$ cat src/rtl/pipelined_skip_subtractor_if.sv
// ---------------------------------------------------------------------------
// pipelined_skip_subtractor_if
//   Operand/result handshake bundle for pipelined_skip_subtractor.
//
//   Operand side : in_valid, in_ready, a, b, bin
//   Result side  : out_valid, out_ready, diff, bout, zero
//                  (+ ovf when SKIP_SUB_OVERFLOW_EN is defined)
//
//   Modports:
//     slave  - the subtractor (consumes operands, produces results)
//     master - the surrounding producer/consumer
//
//   Optional feature macro: SKIP_SUB_OVERFLOW_EN (adds ovf).
// ---------------------------------------------------------------------------
interface pipelined_skip_subtractor_if #(
    parameter int WIDTH = 8
);
    logic             in_valid;
    logic             in_ready;
    logic [WIDTH-1:0] a;
    logic [WIDTH-1:0] b;
    logic             bin;
    logic             out_valid;
    logic             out_ready;
    logic [WIDTH-1:0] diff;
    logic             bout;
    logic             zero;
`ifdef SKIP_SUB_OVERFLOW_EN
    logic             ovf;
`endif

    modport slave (
        input  in_valid, a, b, bin, out_ready,
        output in_ready, out_valid, diff, bout, zero
`ifdef SKIP_SUB_OVERFLOW_EN
        , output ovf
`endif
    );

    modport master (
        output in_valid, a, b, bin, out_ready,
        input  in_ready, out_valid, diff, bout, zero
`ifdef SKIP_SUB_OVERFLOW_EN
        , input ovf
`endif
    );
endinterface

$ cat src/rtl/pipelined_skip_subtractor.sv
// ---------------------------------------------------------------------------
// pipelined_skip_subtractor
//   Pipelined subtractor diff = a - b - bin computed as a + ~b + ~bin using
//   carry-skip slices of BLOCK bits, one register stage per slice, behind an
//   input capture register. Latency is NSTAGE = WIDTH/BLOCK cycles from the
//   accepting edge; throughput one beat per cycle.
//
//   Ports:
//     clk  - rising-edge clock
//     rst  - synchronous active-high reset
//     bus  - pipelined_skip_subtractor_if.slave
//            in_valid/in_ready/a/b/bin    operand beat
//            out_valid/out_ready          result handshake
//            diff  (a - b - bin) mod 2^WIDTH
//            bout  borrow out (a < b + bin, unsigned)
//            zero  diff == 0
//            ovf   signed overflow (only with SKIP_SUB_OVERFLOW_EN)
//
//   Parameters: WIDTH (multiple of BLOCK), BLOCK.
//   Optional feature macro: SKIP_SUB_OVERFLOW_EN.
// ---------------------------------------------------------------------------
module pipelined_skip_subtractor #(
    parameter int WIDTH = 8,
    parameter int BLOCK = 4
) (
    input  logic                          clk,
    input  logic                          rst,
    pipelined_skip_subtractor_if.slave    bus
);
    localparam int unsigned NSTAGE = WIDTH / BLOCK;

    // Stage k (0..NSTAGE-1) holds the operands with slices 0..k-1 already
    // resolved into dif_q[k] and the carry into slice k in c_q[k].
    // Stage NSTAGE is the output register.
    logic [NSTAGE:0]  vld_q, vld_d;
    logic [NSTAGE:0]  c_q, c_d;
    logic [WIDTH-1:0] a_q   [NSTAGE];
    logic [WIDTH-1:0] a_d   [NSTAGE];
    logic [WIDTH-1:0] nb_q  [NSTAGE];
    logic [WIDTH-1:0] nb_d  [NSTAGE];
    logic [WIDTH-1:0] dif_q [NSTAGE+1];
    logic [WIDTH-1:0] dif_d [NSTAGE+1];
    logic             zero_q, zero_d;
`ifdef SKIP_SUB_OVERFLOW_EN
    logic             ovf_q, ovf_d;
`endif
    logic             stall;
    logic             adv;
    logic [BLOCK:0]   res;

    // One slice of a + ~b: ripple carry, with the skip path taken when every
    // bit propagates. Both paths agree by construction.
    function automatic logic [BLOCK:0] slice_sub(
        input logic [BLOCK-1:0] as,
        input logic [BLOCK-1:0] nbs,
        input logic             cin
    );
        logic [BLOCK-1:0] p;
        logic [BLOCK-1:0] s;
        logic             c;
        p = as ^ nbs;              // a XNOR b
        s = '0;
        c = cin;
        for (int unsigned i = 0; i < BLOCK; i++) begin
            s[i] = p[i] ^ c;
            c    = (as[i] & nbs[i]) | (p[i] & c);
        end
        if (&p) begin
            c = cin;
        end
        return {c, s};
    endfunction

    always_comb begin
        res    = '0;
        stall  = vld_q[NSTAGE] & ~bus.out_ready;
        // Global hold: the whole pipe freezes while the result is stalled.
        adv    = ~stall;
        vld_d  = vld_q;
        c_d    = c_q;
        zero_d = zero_q;
`ifdef SKIP_SUB_OVERFLOW_EN
        ovf_d  = ovf_q;
`endif
        for (int unsigned k = 0; k < NSTAGE; k++) begin
            a_d[k]  = a_q[k];
            nb_d[k] = nb_q[k];
        end
        for (int unsigned k = 0; k <= NSTAGE; k++) begin
            dif_d[k] = dif_q[k];
        end

        if (adv) begin
            vld_d[0] = bus.in_valid;
            a_d[0]   = bus.a;
            nb_d[0]  = ~bus.b;
            dif_d[0] = '0;
            c_d[0]   = ~bus.bin;
            for (int unsigned k = 1; k < NSTAGE; k++) begin
                a_d[k]  = a_q[k-1];
                nb_d[k] = nb_q[k-1];
            end
            for (int unsigned k = 0; k < NSTAGE; k++) begin
                res = slice_sub(a_q[k][k*BLOCK +: BLOCK],
                                nb_q[k][k*BLOCK +: BLOCK], c_q[k]);
                vld_d[k+1] = vld_q[k];
                c_d[k+1]   = res[BLOCK];
                dif_d[k+1] = dif_q[k];
                dif_d[k+1][k*BLOCK +: BLOCK] = res[BLOCK-1:0];
            end
            zero_d = ~|dif_d[NSTAGE];
`ifdef SKIP_SUB_OVERFLOW_EN
            // Operand signs differ exactly when a msb equals the stored ~b msb.
            ovf_d  = (a_q[NSTAGE-1][WIDTH-1] == nb_q[NSTAGE-1][WIDTH-1]) &
                     (dif_d[NSTAGE][WIDTH-1] != a_q[NSTAGE-1][WIDTH-1]);
`endif
        end
    end

    always_ff @(posedge clk) begin
        if (rst) begin
            vld_q  <= '0;
            // Carries reset high so bout (= ~carry) reads 0 out of reset.
            c_q    <= '1;
            zero_q <= 1'b0;
`ifdef SKIP_SUB_OVERFLOW_EN
            ovf_q  <= 1'b0;
`endif
            for (int unsigned k = 0; k < NSTAGE; k++) begin
                a_q[k]  <= '0;
                nb_q[k] <= '0;
            end
            for (int unsigned k = 0; k <= NSTAGE; k++) begin
                dif_q[k] <= '0;
            end
        end else begin
            vld_q  <= vld_d;
            c_q    <= c_d;
            zero_q <= zero_d;
`ifdef SKIP_SUB_OVERFLOW_EN
            ovf_q  <= ovf_d;
`endif
            for (int unsigned k = 0; k < NSTAGE; k++) begin
                a_q[k]  <= a_d[k];
                nb_q[k] <= nb_d[k];
            end
            for (int unsigned k = 0; k <= NSTAGE; k++) begin
                dif_q[k] <= dif_d[k];
            end
        end
    end

    assign bus.in_ready  = adv;
    assign bus.out_valid = vld_q[NSTAGE];
    assign bus.diff      = dif_q[NSTAGE];
    assign bus.bout      = ~c_q[NSTAGE];
    assign bus.zero      = zero_q;
`ifdef SKIP_SUB_OVERFLOW_EN
    assign bus.ovf       = ovf_q;
`endif

endmodule

$ cat src/flat_wrapper.sv
// flat-port wrapper written by rule: the top's interface ports become plain ports
module pipelined_skip_subtractor_flat 
#(
    parameter int WIDTH = 8,
    parameter int BLOCK = 4
)
  (clk, rst, bus_in_valid, bus_a, bus_b, bus_bin, bus_out_ready, bus_in_ready, bus_out_valid, bus_diff, bus_bout, bus_zero);
  pipelined_skip_subtractor_if #(.WIDTH(WIDTH)) bus_i ();
  input  logic clk;
  input  logic rst;
  input wire logic [$bits(bus_i.in_valid)-1:0] bus_in_valid;
  input wire logic [$bits(bus_i.a)-1:0] bus_a;
  input wire logic [$bits(bus_i.b)-1:0] bus_b;
  input wire logic [$bits(bus_i.bin)-1:0] bus_bin;
  input wire logic [$bits(bus_i.out_ready)-1:0] bus_out_ready;
  output wire logic [$bits(bus_i.in_ready)-1:0] bus_in_ready;
  output wire logic [$bits(bus_i.out_valid)-1:0] bus_out_valid;
  output wire logic [$bits(bus_i.diff)-1:0] bus_diff;
  output wire logic [$bits(bus_i.bout)-1:0] bus_bout;
  output wire logic [$bits(bus_i.zero)-1:0] bus_zero;
  assign bus_i.in_valid = bus_in_valid;
  assign bus_i.a = bus_a;
  assign bus_i.b = bus_b;
  assign bus_i.bin = bus_bin;
  assign bus_i.out_ready = bus_out_ready;
  assign bus_in_ready = bus_i.in_ready;
  assign bus_out_valid = bus_i.out_valid;
  assign bus_diff = bus_i.diff;
  assign bus_bout = bus_i.bout;
  assign bus_zero = bus_i.zero;
  pipelined_skip_subtractor #(.WIDTH(WIDTH), .BLOCK(BLOCK)) u_core (.clk(clk), .rst(rst), .bus(bus_i));
endmodule
$ cat config.mk
export PLATFORM = sky130hd
export DESIGN_NAME = pipelined_skip_subtractor_flat
export DESIGN_NICKNAME = d
export VERILOG_FILES = /design/src/rtl/pipelined_skip_subtractor_if.sv /design/src/rtl/pipelined_skip_subtractor.sv /design/src/flat_wrapper.sv
export SDC_FILE = /design/constraint.sdc
export NUM_CORES = 1
export LEC_CHECK = 0
export ABC_AREA = 0
export BUFFER_PORTS_ARGS = -buffer_cell sky130_fd_sc_hd__buf_4
export CAP_MARGIN = 20
export CORE_MARGIN = 2
export CORE_UTILIZATION = 55
export CTS_BUF_LIST = sky130_fd_sc_hd__clkbuf_8 sky130_fd_sc_hd__clkbuf_16
export CTS_CLUSTER_SIZE = 8
export DETAILED_ROUTE_END_ITERATION = 7
export HOLD_SLACK_MARGIN = 0.03
export MAX_ROUTING_LAYER = met4
export PLACE_DENSITY_LB_ADDON = 0.05
export RECOVER_POWER = 25
export SLEW_MARGIN = 20
export SYNTH_ARGS = -nofsm -noshare
export SYNTH_HDL_FRONTEND = slang
export SYNTH_SLANG_ARGS = --single-unit
export TNS_END_PERCENT = 100
$ cat constraint.sdc
create_clock -name clk -period 3.3 [get_ports clk]
set_clock_uncertainty 0.1 [all_clocks]
set_input_delay 0.66 -clock clk [delete_from_list [all_inputs] [get_ports clk]]
set_output_delay 0.66 -clock clk [all_outputs]
set_load 0.01 [all_outputs]
; Word-level counts from Yosys, hierarchy flattened
; Memory sizes are Yosys's and may differ from the RTL's.
; Cells that the tools add are included.
[classes]
n_bitwise = 47
magnitude_cmp = 0
mux = 15
n_eq_ne = 0
n_mul = 0
n_addsub = 0
shifts = 0
div_mod_pow = 0
n_reduce_logical = 4
[op_table]
columns = op, count
row1 = $mux W8, 7
row2 = $mux W16, 2
row3 = $mux W24, 1
row4 = $and A1 B1 Y1, 17
row5 = $or A1 B1 Y1, 15
row6 = $not A8 Y8, 1
row7 = $reduce_and A4 Y1, 2
row8 = $reduce_or A8 Y1, 1
row9 = $xor A1 B1 Y1, 8
row10 = $xor A4 B4 Y4, 2
row11 = $mux W1, 5
row12 = $not A1 Y1, 4
row13 = $logic_not A1 Y1, 1
[word_totals]
ff_bits = 7
mem_bits_rw = 56
out_inout_bits = 12
latchBits = 0
mem_count = 3
rom_bits = 0
[mem_list]
columns = memory, words, width, read_ports, rd_clocked_by_memory_dff, write_ports, line
row1 = u_core.dif_q, 3, 8, 3, 0, 3, pipelined_skip_subtractor.sv:41  ; logic [WIDTH-1:0] dif_q [NSTAGE+1];
row2 = u_core.a_q, 2, 8, 2, 0, 2, pipelined_skip_subtractor.sv:37  ; logic [WIDTH-1:0] a_q [NSTAGE];
row3 = u_core.nb_q, 2, 8, 2, 0, 2, pipelined_skip_subtractor.sv:39  ; logic [WIDTH-1:0] nb_q [NSTAGE];

; Logic depth before layout (Yosys ltp)
; Gate-level depths: netlist of run 1.
[logic_depth]
word_depth = 10
mapped_depth = 10
depth_no_buf = 10

; Least setup slack after synthesis of run 1
; No wires, ideal clock.
[synth_path]
path_kind = reg-to-reg
start = mem u_core.a_q[1][4] (netlist: u_core.a_q[0][12])
end = reg u_core.zero_q (netlist: u_core.bus.zero)
arrival_time_ns = 2.177
slack_ns = 0.888
period_less_slack_ns = 2.412
setup_time_ns = 0.135
stages_incl_launch_ff = 11
n_path_buf = 0
t_required_ns = 3.065
path_cell_list = dfxtp_1 inv_1 fa_1 inv_1 fa_1 fa_1 inv_1 fa_1 nor4bb_1 nand3_1 a21oi_1
[synth_rtl]
columns = element, line
row1 = from (decl), pipelined_skip_subtractor.sv:37
row2 = to (signal assigned), pipelined_skip_subtractor.sv:139  ; zero_q <= zero_d;
row3 = to (decl), pipelined_skip_subtractor.sv:43  ; logic zero_q, zero_d;

==> run_results.csv, run 1 <==
group,metric,value,unit
outcome,status,"completed",
grt,track_usage,18.5,%
worst_setup_path,crit_path_end_kind,"register",
worst_setup_path,arrival,2.73,ns
layout,multi_input_area,886,sq um
logic_synthesis,synthTopCellsByArea,"dfxtp_1 43%, nand2_1 10%, fa_1 8.1%",
clocking,cts.path.max_buffers,2,
timing,slew_viol_final,0,
floorplanning,core,0.00342,sq mm
pwr,p_clk_share,36.5,%
logic_synthesis,ys_seq_elements,43,
pwr,combPwrFrac,12.0,%
grt,grt_pass1_wl,5740,um
clocking,cts.sinks,43,
layout,fillCellCount,310,
placed_design,gp_congestion,0.845,
pwr,power_leakage,0.991,nW
hold_path,hold_path_class,"register to register",
routing,wl,3280,um
clocking,cts_tree,"yes",
pwr,p_sw_share,22.8,%
logic_synthesis,yosysSeqAreaShare,43.3,%
pwr,power_switching,0.000256,W
pwr,pwr-share-seq,51.5,%
timing,tns,0,ns
clocking,cts-resized-gates,0,
logic_synthesis,syn-cell-area,0.00199,sq mm
layout,antenna_cells,0,
layout,area_growth,12.2,%
logic_synthesis,async_reset_ff_share,0,%
timing,report.final.hold_viol_count,0,
timing,finalSetupViolCount,0,
clocking,ctsHoldBuffers,0,
floorplanning,dieArea,0.00411,sq mm
worst_setup_path,rr_worst_depth,10,
clocking,clk_latency,0.29,ns
logic_synthesis,synth_cell_types,22,
routing,ant_nets,0,
logic_synthesis,netlist_instances,217,
timing,tightest_slew,1.32,ns
pwr,intPower,0.000868,W
timing,period_share,79.1,%
clocking,cts_root_buffer,"clkbuf_8",
logic_synthesis,synth_top_area_share,43.3,%
routing,wl_per_cell,11.6,um
clocking,cts_setup_buffers,0,
logic_synthesis,synth.most_common_cell,"nand2_1",
layout,ff_latch_area,861,sq um
worst_setup_path,cp_max_fo,3,
worst_setup_path,start_kind,"register",
floorplanning,rows,21,
timing,slew_headroom,12.3,%
routing,drc,0,
clocking,ctsHtreeMaxLevel,2,
logic_synthesis,synth.largest_area_cell,"dfxtp_1",
pwr,ir_drop,376,uV
grt,grt_overflow_total,0,
timing,fmax,383,MHz
routing,first_iter_violations,75,
floorplanning,die_w,64.1,um
grt,first_global_vias,1344,
grt,antenna_found_initial,0,
worst_setup_path,critical_path_required,3.42,ns
floorplanning,start_util,58.2,%
routing,drt_first_pass_iters,4,
layout,drive_above_1_share,21.6,%
run,maxCapViolations,0,
logic_synthesis,synth_edf_count,0,
logic_synthesis,yosysWarnings,0,
pwr,p_per_area,504,mW/mm^2
routing,viasPerCell,4.89,
timing,rsz0062_at_grt,"false",
placed_design,io_buffers,32,
timing,layout_min_cycle_time,2.61,ns
grt,grt_max_degree,56,
clocking,cts_buffers,5,
floorplanning,die_y,64.1,um
worst_setup_path,crit_type,"register to register",
logic_synthesis,synth_fp_nets,254,
hold_path,hold_depth,2,
layout,fin_util,65.3,%
logic_synthesis,avgSynthCellArea,9.16,sq um
floorplanning,ios,33,
layout,nets,272,
routing,num_vias,1380,
logic_synthesis,ys.flop_type,"dfxtp_1",
logic_synthesis,synth_common_cells,"53 x nand2_1, 43 x dfxtp_1, 29 x a21oi_1, 15 x inv_1, 14 x nor2_1",
clocking,path_clk_slew,0.08,ns
placed_design,dp_hpwl,2220,um
[worst max-delay path, cell delays in order, from the launching register on]
cell,delay (ns)
dfxtp_1,0.36
inv_1,0.07
fa_1,0.41
inv_1,0.09
fa_1,0.21
fa_1,0.18
inv_1,0.06
fa_1,0.56
nor4bb_1,0.23
nand3_1,0.11
a21oi_1,0.15
[through the flow]
step / instances / total power, W / hold slack [ns] / cell area [sq um] / setup slack, ns
after floorplan: 217 / 0.000688 / 0.332 / 1990 / 0.888
final: 282 / 0.00112 / 0.353 / 2230 / 0.690
after global placement: 274 / 0.000723 / 0.338 / 2130 / 0.816
after detailed placement: 274 / 0.000730 / 0.346 / 2130 / 0.734
after global routing: 282 / 0.00118 / 0.374 / 2230 / 0.419
after CTS: 282 / 0.00114 / 0.357 / 2250 / 0.704
[placed cells by master (no fill, tap or decap)]
cell,Yosys,final
mux2i_1,1,1
bufinv_16,0,1
clkbuf_4,0,1
nand2_1,53,53
or2_1,1,1
nand3_1,1,1
ha_1,8,8
fa_1,8,8
a211oi_2,12,10
clkbuf_1,4,1
clkinv_2,0,1
a21oi_1,29,29
clkbuf_8,0,6
o311ai_0,2,2
nor4bb_1,1,1
buf_4,9,31
nor2b_1,0,1
inv_6,1,1
nand3b_1,2,2
dfxtp_1,43,43
nor2_1,14,14
inv_1,15,15
nand4_1,2,2
a211oi_1,0,2
nor4_1,1,1
[registers in the layout, indices dropped and copies added (netlist names)]
signal,flops
u_core.a_q,12
u_core.c_q,3
u_core.dif_q,12
u_core.nb_q,12
u_core.vld_q,3
u_core.bus.zero,1
[power by group through the flow]
stage                     sequential, W  combinational [W]  clock [W]
final                          0.000580           0.000135   0.000410
after global routing           0.000584           0.000154   0.000446
after CTS                      0.000580           0.000139   0.000422
after detailed placement       0.000592           0.000138          0
after global placement         0.000590           0.000133          0
after floorplan                0.000586           0.000102          0
[path summary, 6_finish.rpt]
check                            from             endpoint  slack, ns
hold reg to reg   u_core.dif_q[0][17]  u_core.dif_q[0][17]       0.35
setup / recovery    u_core.a_q[0][12]      u_core.bus.zero       0.69
setup reg to reg    u_core.a_q[0][12]      u_core.bus.zero       0.69
hold / removal    u_core.dif_q[0][17]  u_core.dif_q[0][17]       0.35
[kinds of logic after synthesis]
logic type | after synthesis | share of synthesized area [%]
multiplexers | 1 | 0.503
flip-flops | 43 | 43.3
adder cells (fa/ha/maj) | 16 | 13.1
AO/OA/AOI/OAI | 43 | 15.7
AND/OR/NAND/NOR | 76 | 16.1
buffers and inverters | 38 | 11.3
[routing by layer]
| layer | track usage (%) | vias to the layer above | wire (um) |
|---|---|---|---|
| li1 | - | 725 | - |
| met3 | 4.75 | 7 | 157 |
| met4 | 7.98 | 0 | 70 |
| met2 | 29.9 | 31 | 1470 |
| met1 | 21.8 | 617 | 1570 |
| met5 | - | - | 0 |
[area by class of cell]
class / instances / share of cell area (%)
inverter: 16 / 2.92
clock buffer: 6 / 3.70
multi-input combinational: 136 / 39.7
timing repair buffer: 33 / 10.9
sequential: 43 / 38.6
clock inverter: 2 / 1.57
tap: 46 / 2.58
Note: power is estimated with default switching activity, not from simulation.
==> inputs of run 2 (changes only) <==
Settings changed: CORE_UTILIZATION 55 to 50.
Clock period 3.3 ns to 2.1 ns, I/O delays scaled along.
==> run 2 against run 1 <==
  * The run now ends with setup timing left
  * Combinational power grew 79%
  * Hold slack lost 0.14 ns
  * Routed wire length grew 8.3%
  * First-iteration DRC count shrank 1.3%
  * Setup slack lost 0.93 ns
  * Maximum frequency grew 11%
  * Critical path depth is the same
  * Utilization shrank 4.4 points
  * Highest routed layer unchanged
==> run_results.csv, run 2 (synthesis gave the netlist of run 1 again) <==
group,metric,value,unit
layout,fin_util,60.9,%
routing,wl,3550,um
worst_setup_path,arrival,2.46,ns
routing,ant_nets,0,
routing,wl_per_cell,12.3,um
outcome,status,"complete, but fails checks",
timing,slew_headroom,65.5,%
clocking,ctsHoldBuffers,0,
layout,antenna_cells,0,
worst_setup_path,cp_max_fo,2,
routing,first_iter_violations,74,
layout,final_area,0.00228,sq mm
floorplanning,start_util,53.1,%
pwr,power_leakage,0.968,nW
layout,nets,278,
timing,slew_viol_final,0,
grt,grt-busiest-layer,"met2",
hold_path,min_from,"bus_b[4]",
clocking,cts.path.max_buffers,2,
floorplanning,dieArea,0.00450,sq mm
grt,use_met3,6.08,%
floorplanning,rows,22,
placed_design,io_buffers,32,
floorplanning,ios,33,
grt,track_usage,19.0,%
timing,layout_min_cycle_time,2.34,ns
clocking,cts.sinks,43,
grt,grt_util_met1,22.4,%
grt,use_met2,31.8,%
grt,grt_max_degree,56,
layout,ff_latch_area,866,sq um
layout,area_growth,14.7,%
routing,num_vias,1427,
routing,drc,0,
timing,tightest_slew,0.517,ns
timing,rsz0062_at_grt,"true",
layout,fillCellCount,358,
worst_setup_path,r2r_start,"u_core.nb_q[0][12]",
grt,first_global_vias,1448,
layout,drive_above_1_share,30.7,%
timing,setup_slack,-0.242,ns
clocking,cts_root_buffer,"clkbuf_8",
grt,antenna_found_initial,0,
worst_setup_path,critical_path_required,2.22,ns
placed_design,place_area,0.00220,sq mm
pwr,p_per_area,730,mW/mm^2
floorplanning,core,0.00374,sq mm
layout,largestRegisters,"u_core.a_q (12), u_core.dif_q (12), u_core.nb_q (12)",
clocking,cts_tree,"yes",
pwr,ir_drop,364,uV
clocking,cts_setup_buffers,0,
layout,multi_input_area,947,sq um
outcome,failed_checks,"setup timing",
grt,grt_pass1_wl,6280,um
floorplanning,die_w,67.1,um
clocking,path_clk_slew,0.07,ns
floorplanning,die_y,67.1,um
timing,tns,-0.519,ns
worst_setup_path,crit_path_end_kind,"register",
worst_setup_path,start_kind,"register",
clocking,ctsHtreeMaxLevel,2,
timing,report.final.hold_viol_count,0,
placed_design,dp_hpwl,2430,um
timing,period_share,112,%
layout,mostFrequentLayoutCells,"53 x nand2_1, 39 x dfxtp_1, 29 x buf_4",
clocking,clk_latency,0.28,ns
run,maxCapViolations,0,
routing,drt_first_pass_iters,4,
layout,mostFrequentLayoutCell,"nand2_1",
timing,finalSetupViolCount,3,
routing,viasPerCell,4.94,
placed_design,gp_congestion,0.816,
timing,fmax,427,MHz
grt,grt_overflow_total,0,
hold_path,hold_path_class,"input port to register",
clocking,cts_buffers,5,
timing,hold_ws,0.210,ns
worst_setup_path,crit_type,"register to register",
worst_setup_path,crit_path_start,"u_core.nb_q[0][12]",
[run 2: cell types whose count changed in the layout (fill, tap and decap cells not counted), sizes merged]
cell    previous run  this run
clkbuf             8        16
buf               31        29
bufinv             1         0
[run 2: layout make-up]
type	instances	area share, %
sequential	43	38.0
tap	48	2.63
multi-input combinational	136	41.5
clock buffer	6	3.62
inverter	16	2.85
clock inverter	1	0.219
timing repair buffer	39	11.2
[run 2: timing repair]
item	in CTS	in global routing
pin swaps	3	3
gates resized for setup	8	7
endpoints found under the setup margin	4	5
[run 2: worst paths after layout]
check,end,slack (ns),cells past startpoint
max,u_core.bus.zero,-0.24,10
min,u_core.nb_q[0][4],0.21,2
max reg2reg,u_core.bus.zero,-0.24,10
min reg2reg,u_core.dif_q[0][16],0.35,2
[run 2: metal layers]
layer | up-vias | wire length, um
met5 | - | 0
met4 | 0 | 14
met3 | 2 | 160
met2 | 31 | 1730
met1 | 660 | 1640
li1 | 734 | -
[run 2: stage by stage]
step | setup slack (ns) | cells | power [W]
2_1_floorplan | -0.126 | 217 | 0.00109
3_3_place_gp | -0.156 | 282 | 0.00115
3_5_place_dp | -0.220 | 282 | 0.00117
4_1_cts | -0.223 | 289 | 0.00168
5_1_grt | -0.361 | 289 | 0.00177
6_report | -0.242 | 289 | 0.00167
[run 2: report_power, final]
| part | switching (W) | leakage, nW | internal (W) |
|---|---|---|---|
| clock | 0.000254 | 0.0470 | 0.000258 |
| sequential | 0.0000396 | 0.357 | 0.000874 |
| combinational | 0.000120 | 0.564 | 0.000121 |
| total | 0.000413 | 0.968 | 0.00125 |
[run 2: critical path, cell delays in order (launching register included)]
cell and delay (ns):
dfxtp_2 0.34, inv_2 0.04, fa_2 0.38, inv_2 0.06, fa_2 0.19, fa_2 0.19
inv_2 0.04, fa_1 0.50, nor4bb_4 0.20, nand3_1 0.12, a21oi_2 0.13
